## src/rtl/pipe_unscale.sv

```systemverilog
// Return-path inverse of the coefficient-scaling stage: recovers floor(data/cf) and remainder
// for two lanes, with a single-cycle fast path for cf 0..2 and an iterative divider for cf==3.
module pipe_unscale #(
  parameter int WIDTH = 16
) (
  input  logic             clk,
  input  logic             rst_n,
  input  logic [1:0]       i_cf,
  input  logic             i_en,
  input  logic [WIDTH-1:0] i_data0,
  input  logic [WIDTH-1:0] i_data1,
  output logic             o_rdy,
  output logic             o_vld,
  input  logic             i_rdy,
  output logic [WIDTH-1:0] o_data0,
  output logic [WIDTH-1:0] o_data1,
  output logic [1:0]       o_rem0,
  output logic [1:0]       o_rem1,
  output logic             o_err
);

  // state | meaning
  // IDLE  | waiting for a transfer, o_rdy=1
  // FAST  | cf 0..2: result formed from latched operands in one cycle
  // DIV   | cf==3: restoring divide, one quotient bit per cycle, WIDTH cycles
  // DONE  | result presented, o_vld=1 until i_rdy
  typedef enum logic [1:0] {IDLE, FAST, DIV, DONE} state_t;

  localparam int CW = $clog2(WIDTH + 1);

  state_t           state, state_nx;
  logic [CW-1:0]    cnt;
  logic [1:0]       cf_q;
  logic [WIDTH-1:0] a0, a1;
  logic [WIDTH-1:0] q0, q1;
  logic [1:0]       r0, r1;
  logic             accept;
  logic [2:0]       s0, s1;
  logic [WIDTH+1:0] f0, f1;

  function automatic logic is_special(input logic [WIDTH-1:0] d);
    return (d == '0) || (d == '1);
  endfunction

  // Shift the next dividend bit into the partial remainder and trial-subtract 3.
  // Returns {quotient_bit, new_remainder}.
  function automatic logic [2:0] div_step(input logic [1:0] r, input logic b);
    logic [2:0] t;
    t = {r, b};
    if (t >= 3'd3) return {1'b1, 2'(t - 3'd3)};
    else           return {1'b0, t[1:0]};
  endfunction

  function automatic logic [WIDTH+1:0] fast_lane(input logic [WIDTH-1:0] d,
                                                 input logic [1:0] cf);
    if (is_special(d))    return {d, 2'b00};
    else if (cf == 2'd2)  return {1'b0, d[WIDTH-1:1], 1'b0, d[0]};
    else                  return {d, 2'b00};
  endfunction

  assign accept = i_en && o_rdy;
  assign o_rdy  = rst_n && (state == IDLE);
  assign o_vld  = (state == DONE);
  assign s0     = div_step(r0, q0[WIDTH-1]);
  assign s1     = div_step(r1, q1[WIDTH-1]);
  assign f0     = fast_lane(a0, cf_q);
  assign f1     = fast_lane(a1, cf_q);

  always_comb begin
    state_nx = state;
    case (state)
      IDLE: if (accept) state_nx = (i_cf == 2'd3) ? DIV : FAST;
      FAST: state_nx = DONE;
      DIV:  if (cnt == '0) state_nx = DONE;
      DONE: if (i_rdy) state_nx = IDLE;
      default: state_nx = IDLE;
    endcase
  end

  always_ff @(posedge clk) begin
    if (!rst_n) begin
      state   <= IDLE;
      cnt     <= '0;
      cf_q    <= '0;
      a0      <= '0;
      a1      <= '0;
      q0      <= '0;
      q1      <= '0;
      r0      <= '0;
      r1      <= '0;
      o_data0 <= '0;
      o_data1 <= '0;
      o_rem0  <= '0;
      o_rem1  <= '0;
      o_err   <= 1'b0;
    end else begin
      state <= state_nx;
      case (state)
        IDLE: begin
          if (accept) begin
            a0   <= i_data0;
            a1   <= i_data1;
            q0   <= i_data0;
            q1   <= i_data1;
            r0   <= '0;
            r1   <= '0;
            cf_q <= i_cf;
            cnt  <= CW'(WIDTH);
          end
        end
        FAST: begin
          {o_data0, o_rem0} <= f0;
          {o_data1, o_rem1} <= f1;
          o_err             <= (cf_q == 2'd0);
        end
        DIV: begin
          if (cnt != '0) begin
            q0  <= {q0[WIDTH-2:0], s0[2]};
            r0  <= s0[1:0];
            q1  <= {q1[WIDTH-2:0], s1[2]};
            r1  <= s1[1:0];
            cnt <= cnt - 1'b1;
          end else begin
            // Both lanes always run the full count; special lanes are overridden here.
            o_data0 <= is_special(a0) ? a0 : q0;
            o_rem0  <= is_special(a0) ? 2'b00 : r0;
            o_data1 <= is_special(a1) ? a1 : q1;
            o_rem1  <= is_special(a1) ? 2'b00 : r1;
            o_err   <= 1'b0;
          end
        end
        default: ;
      endcase
    end
  end

endmodule
```

## config.mk

```make
export PLATFORM = sky130hd
export DESIGN_NAME = pipe_unscale
export DESIGN_NICKNAME = d
export VERILOG_FILES = /design/src/rtl/pipe_unscale.sv
export SDC_FILE = /design/constraint.sdc
export NUM_CORES = 1
export LEC_CHECK = 0
export BUFFER_PORTS_ARGS = -buffer_cell sky130_fd_sc_hd__buf_2
export CORE_ASPECT_RATIO = 2
export CORE_MARGIN = 4
export CORE_UTILIZATION = 60
export CTS_BUF_LIST = sky130_fd_sc_hd__clkbuf_16
export DETAILED_ROUTE_END_ITERATION = 10
export PLACE_DENSITY = 0.82
export SYNTH_ARGS = -nofsm -noshare
export SYNTH_HDL_FRONTEND = slang
export SYNTH_SLANG_ARGS = --single-unit
```

## constraint.sdc

```tcl
create_clock -name clk -period 2.9 [get_ports clk]
set_clock_uncertainty 0.05 [all_clocks]
set_input_delay 0.29 -clock clk [delete_from_list [all_inputs] [get_ports clk]]
set_output_delay 0.29 -clock clk [all_outputs]
set_load 0.005 [all_outputs]
```

==> results of run 1 <==
-- Yosys cell counts, types with 3 or more instances --
| cell | count | area [sq um] |
|---|---|---|
| a211oi_1 | 30 | 225 |
| a211oi_2 | 29 | 363 |
| a21oi_1 | 24 | 120 |
| a21oi_2 | 23 | 201 |
| a22o_1 | 26 | 228 |
| a31oi_1 | 6 | 37.5 |
| and2_1 | 4 | 25.0 |
| and3b_1 | 27 | 236 |
| buf_2 | 10 | 50.1 |
| buf_6 | 9 | 101 |
| clkbuf_1 | 44 | 165 |
| dfxtp_1 | 114 | 2280 |
| ha_1 | 7 | 87.6 |
| inv_1 | 9 | 33.8 |
| mux2_2 | 4 | 45.0 |
| mux2i_1 | 30 | 300 |
| nand2_1 | 80 | 300 |
| nand2b_1 | 9 | 56.3 |
| nand4_1 | 18 | 113 |
| nor2_1 | 29 | 109 |
| nor3_1 | 3 | 15.0 |
| nor4_1 | 10 | 62.6 |
| o211ai_1 | 3 | 22.5 |
| o21ai_0 | 72 | 360 |
| o31ai_1 | 4 | 30.0 |
| or4_1 | 7 | 52.6 |
-- power breakdown --
group / total (mW) / switching [mW] / internal (mW)
logic: 2.93 / 1.80 / 1.14
registers: 2.38 / 0.387 / 1.99
clock network: 2.23 / 0.781 / 1.45
-- cells by family after synthesis --
logic type | share of synthesized area, %
adders and majority gates | 1.48
xor gates and xnor gates | 0.296
AOI/OAI and AO/OA | 29.4
and+or+nand+nor | 17.5
DFF | 38.6
buffers and inverters | 6.18
muxes | 6.47
-- worst paths after layout --
| check | cells past startpoint | to |
|---|---|---|
| setup reg to reg | 6 | o_data1[9] |
| setup / recovery | 6 | o_data1[9] |
| hold reg to reg | 2 | o_err |
| hold / removal | 3 | a1[7] |
-- cell type report --
cell class | instances | area share, %
flip-flops and latches | 114 | 33.0
multi-input cells | 473 | 47.5
clock buffers | 17 | 6.16
clock inverters | 15 | 3.02
inverters | 10 | 0.543
well taps | 132 | 2.39
repair buffers | 91 | 7.32
-- through the flow --
stage | cells | instance area (sq um)
4_1_cts | 852 | 6910
6_report | 852 | 6910
3_5_place_dp | 820 | 6270
5_1_grt | 852 | 6910
2_1_floorplan | 662 | 5910
3_3_place_gp | 820 | 6270
-- worst reg2reg max path, delay by kind of cell, from the launching register on --
family / cells / cell delay [ps]
compound gates: 2 / 470
fa+ha+maj: 1 / 240
buf+inv: 2 / 510
flops: 1 / 330
simple gates: 1 / 850
-- state kept, by name (all words and copies together), names as in the netlist --
signal / flops
a0: 16
a1: 16
o_data0: 16
o_data1: 16
q0: 16
q1: 16
cnt: 5
cf_q: 2
o_rem0: 2
o_rem1: 2
r0: 2
r1: 2
state: 2
o_err: 1
-- routing by layer --
layer	vias to the layer above	routed length, microns	global-route usage (%)
li1	2547	-	-
met4	0	960	19.4
met2	261	8360	50.7
met1	2600	6370	33.1
met5	-	0	0
met3	70	975	5.88
==> reports/metrics.yaml, run 1 <==
power_and_ir_drop:
  power_mw: 7.54
  p_per_area_nw_per_um2: 1090
  p_leak_nw: 2.74
  peakVddDrop_mv: 0.925
cts:
  clkSinkCount: 114
  clockBufferDepth: 2
  hold_buffers: 0
  clkSlewWorstSetupHoldPaths_ps: 60
  cts_tree: "done"
  cts_setup_buffers: 0
  cts_resized: 0
  root_buffer: "clkbuf_16"
  clock_latency_ps: 410
  htreeDepth: 4
  numCtsBuffers: 17
floorplan:
  die_w_microns: 78.2
  die_h_microns: 148
  initial_core_util_pct: 61.0
  die-area_sq_um: 11600
  coreArea_sq_um: 9700
  rows: 51
  ioPinCount: 77
worst_hold_path:
  hold_path.class: "input pin to flop"
  hold_start: "i_data1[7]"
final_layout:
  diodes: 0
  multi_input_area_sq_um: 3280
  register_area_sq_um: 2280
  area_growth_pct: 16.8
  drive_gt1_share_pct: 26.5
  fill_cells: 755
  layout_common_cells: "114 x dfxtp_1, 80 x nand2_1, 76 x buf_2"
  nNetsFinal: 752
  finish.utilization_pct: 71.2
  final_common_cell: "dfxtp_1"
sta:
  fin_ws_ps: 387
  period_minus_slack_ps: 2510
  fin_tns_setup_ps: 0
  setup_viol: 0
  report.final.slew_viol_count: 0
  worst-slew-pin-transition_ps: 1190
  rsz0062_at_grt: "no"
  fmax_ghz: 0.398
  hold_viol: 0
  fin_crit_sh_pct: 86.6
  fin_hold_ws_ps: 48.3
  relSlewSlack_pct: 20.7
synthesis:
  synth_cell_types: 52
  synth-main-ff-cell: "dfxtp_1"
  ys_warn_count: 0
  syn_inst: 662
  synth_edf_count: 0
  ys_seq_area_share_pct: 38.6
  async_flop_share_pct: 0
  avgSynthCellArea_sq_um: 8.93
  ys_ff_latch: 114
  netlist_area_sq_um: 5910
  syn_nets: 707
critical_path:
  crit_fanout: 82
  crit_start: "state[0]"
  cpMaxStageDelayCell: "nor2_2"
  r2r_setup_slack_ps: 390
  start_kind: "flop"
  cp_top_family: "simple AND/OR/NAND/NOR gates"
  slowest_delay_ps: 850
  worst-path-buf-inv: 2
  worstSetupPathType: "flop to flop"
  critPathCaptureType: "flop"
  arrival_ps: 2810
  rr_startpoint: "state[0]"
  crit_required_ps: 3200
  cp_cell_sequence: "inv_1 -> ha_4 -> buf_12 -> a21boi_2 -> nor2_2 -> a22o_1"
route:
  ant_nets: 0
  drc: 0
  dr.pass1.iters: 5
  drt-wirelength-per-cell_microns: 19.6
  viasPerCell: 6.43
  drt-total-wl_microns: 16700
  drt_iter0_drc: 431
  vias: 5478
global_route:
  overflow: 0
  grt_pass1_vias: 5534
  grt_use_total_pct: 29.7
  grt_max_degree: 83
  grt_pass1_wl_microns: 27300
  antenna_found_initial: 0
run:
  drv_cap: 0
placed_design:
  numPortBuffers: 76
  globalplace.congestion: 0.845
  post-place-ws_ps: 468
  dp_hpwl_microns: 11100
status:
  status: "finished, final reports clean"
(Power assumes the default switching activity.)
==> run 2, diff against run 1 <==
==> constraint.sdc (replaced) <==
create_clock -name clk -period 2.9 [get_ports clk]
set_clock_uncertainty 0.05 [all_clocks]
set_input_delay 0.435 -clock clk [delete_from_list [all_inputs] [get_ports clk]]
set_output_delay 0.435 -clock clk [all_outputs]
set_load 0.005 [all_outputs]
==> reports/metrics.yaml, run 2 (same netlist as run 1, synthesis figures left out) <==
status:
  status: "finished, final reports clean"  # unchanged
placed_design:
  numPortBuffers: 76  # unchanged
  dpl_cell_area_sq_um: 6280  # was 6270 sq um
  globalplace.congestion: 0.911  # was 0.845
  dp_hpwl_microns: 11500  # was 11100 microns
route:
  drt_iter0_drc: 523  # was 431
  drc: 0  # unchanged
  vias: 5551  # was 5478
  drt-total-wl_microns: 17300  # was 16700 microns
  viasPerCell: 6.51  # was 6.43
  drt-wirelength-per-cell_microns: 20.3  # was 19.6 microns
  dr.pass1.iters: 5  # unchanged
  ant_nets: 0  # unchanged
cts:
  root_buffer: "clkbuf_16"  # unchanged
  hold_buffers: 0  # unchanged
  clockBufferDepth: 2  # unchanged
  cts_resized: 0  # unchanged
  clkSinkCount: 114  # unchanged
  numCtsBuffers: 17  # unchanged
  clkSlewWorstSetupHoldPaths_ps: 50  # was 60 ps
  cts_tree: "done"  # unchanged
  htreeDepth: 4  # unchanged
  clock_latency_ps: 420  # was 410 ps
  cts_setup_buffers: 0  # unchanged
floorplan:
  die_w_microns: 78.2  # unchanged
  coreArea_sq_um: 9700  # unchanged
  ioPinCount: 77  # unchanged
  die-area_sq_um: 11600  # unchanged
  die_h_microns: 148  # unchanged
  rows: 51  # unchanged
  initial_core_util_pct: 61.0  # unchanged
global_route:
  grt_max_degree: 69  # was 83
  met1_usage_pct: 32.4  # was 33.1%
  use_met3_pct: 6.48  # was 5.88%
  grt_busiest_layer: "met2"  # unchanged
  grt_pass1_wl_microns: 27900  # was 27300 microns
  grt_use_total_pct: 30.5  # was 29.7%
  antenna_found_initial: 0  # unchanged
  grt_util_met2_pct: 52.7  # was 50.7%
  overflow: 0  # unchanged
  grt_pass1_vias: 5717  # was 5534
critical_path:
  worst-path-buf-inv: 1  # was 2
  cp_cell_sequence: "inv_1 -> ha_1 -> or4b_4 -> mux2i_4 -> nor2_4 -> a311oi_1"  # was inv_1 -> ha_4 -> buf_12 -> a21boi_2 -> nor2_2 -> a22o_1
  arrival_ps: 2590  # was 2810 ps
  start_kind: "flop"  # unchanged
  crit_fanout: 31  # was 82
  crit_required_ps: 3080  # was 3200 ps
  worst_r2r_path_depth: 6  # unchanged
  critPathCaptureType: "flop"  # unchanged
  crit_cells: 6  # unchanged
  cpMaxStageDelayCell: "nor2_4"  # was nor2_2
  cp_top_family: "simple AND/OR/NAND/NOR gates"  # unchanged
  slowest_delay_ps: 910  # was 850 ps
  worstSetupPathType: "flop to flop"  # unchanged
sta:
  period_minus_slack_ps: 2410  # was 2510 ps
  setup_viol: 0  # unchanged
  hold_viol: 0  # unchanged
  fin_tns_setup_ps: 0  # unchanged
  report.final.slew_viol_count: 0  # unchanged
  worst-slew-pin-transition_ps: 1200  # was 1190 ps
  relSlewSlack_pct: 20.1  # was 20.7%
  fmax_ghz: 0.415  # was 0.398 GHz
  rsz0062_at_grt: "no"  # unchanged
  fin_crit_sh_pct: 83.0  # was 86.6%
final_layout:
  nNetsFinal: 753  # was 752
  fill_cells: 727  # was 755
  fin_area_sq_um: 6900  # was 6910 sq um
  drive_gt1_share_pct: 26.8  # was 26.5%
  diodes: 0  # unchanged
  final_common_cell: "dfxtp_1"  # unchanged
  area_growth_pct: 16.6  # was 16.8%
  layout_common_cells: "114 x dfxtp_1, 80 x nand2_1, 76 x buf_2"  # unchanged
worst_hold_path:
  hold_depth: 3  # unchanged
  hold_path.class: "input pin to flop"  # unchanged
power_and_ir_drop:
  p_leak_nw: 2.74  # about the same
  peakVddDrop_mv: 0.780  # was 0.925 mV
  p_per_area_nw_per_um2: 1090  # about the same
run:
  drv_cap: 0  # unchanged
-- run 2: power breakdown --
group          switching [mW]  internal, mW
Combinational            1.81          1.15
Sequential              0.407          1.99
Clock                   0.753          1.43
Total                    2.97          4.57
-- run 2: layout make-up --
type,count,area [sq um],area share (%)
flip-flops and latches,114,2280,33.1
inverters,10,37.5,0.544
well taps,132,165,2.39
repair buffers,92,513,7.44
clock buffers,17,425,6.17
multi-input cells,473,3280,47.6
clock inverters,15,191,2.78
-- run 2: metal layers --
metal  routed length, microns  part of all wire [%]
met1                     6180                    36
met2                     8930                    52
met3                     1150                   6.7
met4                     1010                   5.8
met5                        0                     0
-- run 2: worst min-delay path, delay by kind of cell --
kind,cells,cell delay [ps]
buffers and inverters,1,90
AOI/OAI and AO/OA,1,50
and+or+nand+nor,1,40
-- run 2: final timing paths --
path                    from  endpoint  slack, ps
hold / removal    i_data1[2]     a1[2]        190
setup reg to reg      cnt[0]     q0[5]        490
hold reg to reg        o_err     o_err        410
setup / recovery      cnt[0]     q0[5]        490
-- run 2: stage by stage --
stage | setup WS (ps) | power (mW) | util, % | instances | hold WS, ps
after floorplan | 919 | 4.59 | - | 662 | 398
after global placement | 648 | 5.18 | 64.8 | 821 | 393
after detailed placement | 520 | 5.30 | 64.8 | 821 | 394
after CTS | 516 | 7.50 | 71.1 | 853 | 185
after global routing | 331 | 7.91 | 71.1 | 853 | 190
final | 492 | 7.54 | 71.1 | 853 | 190
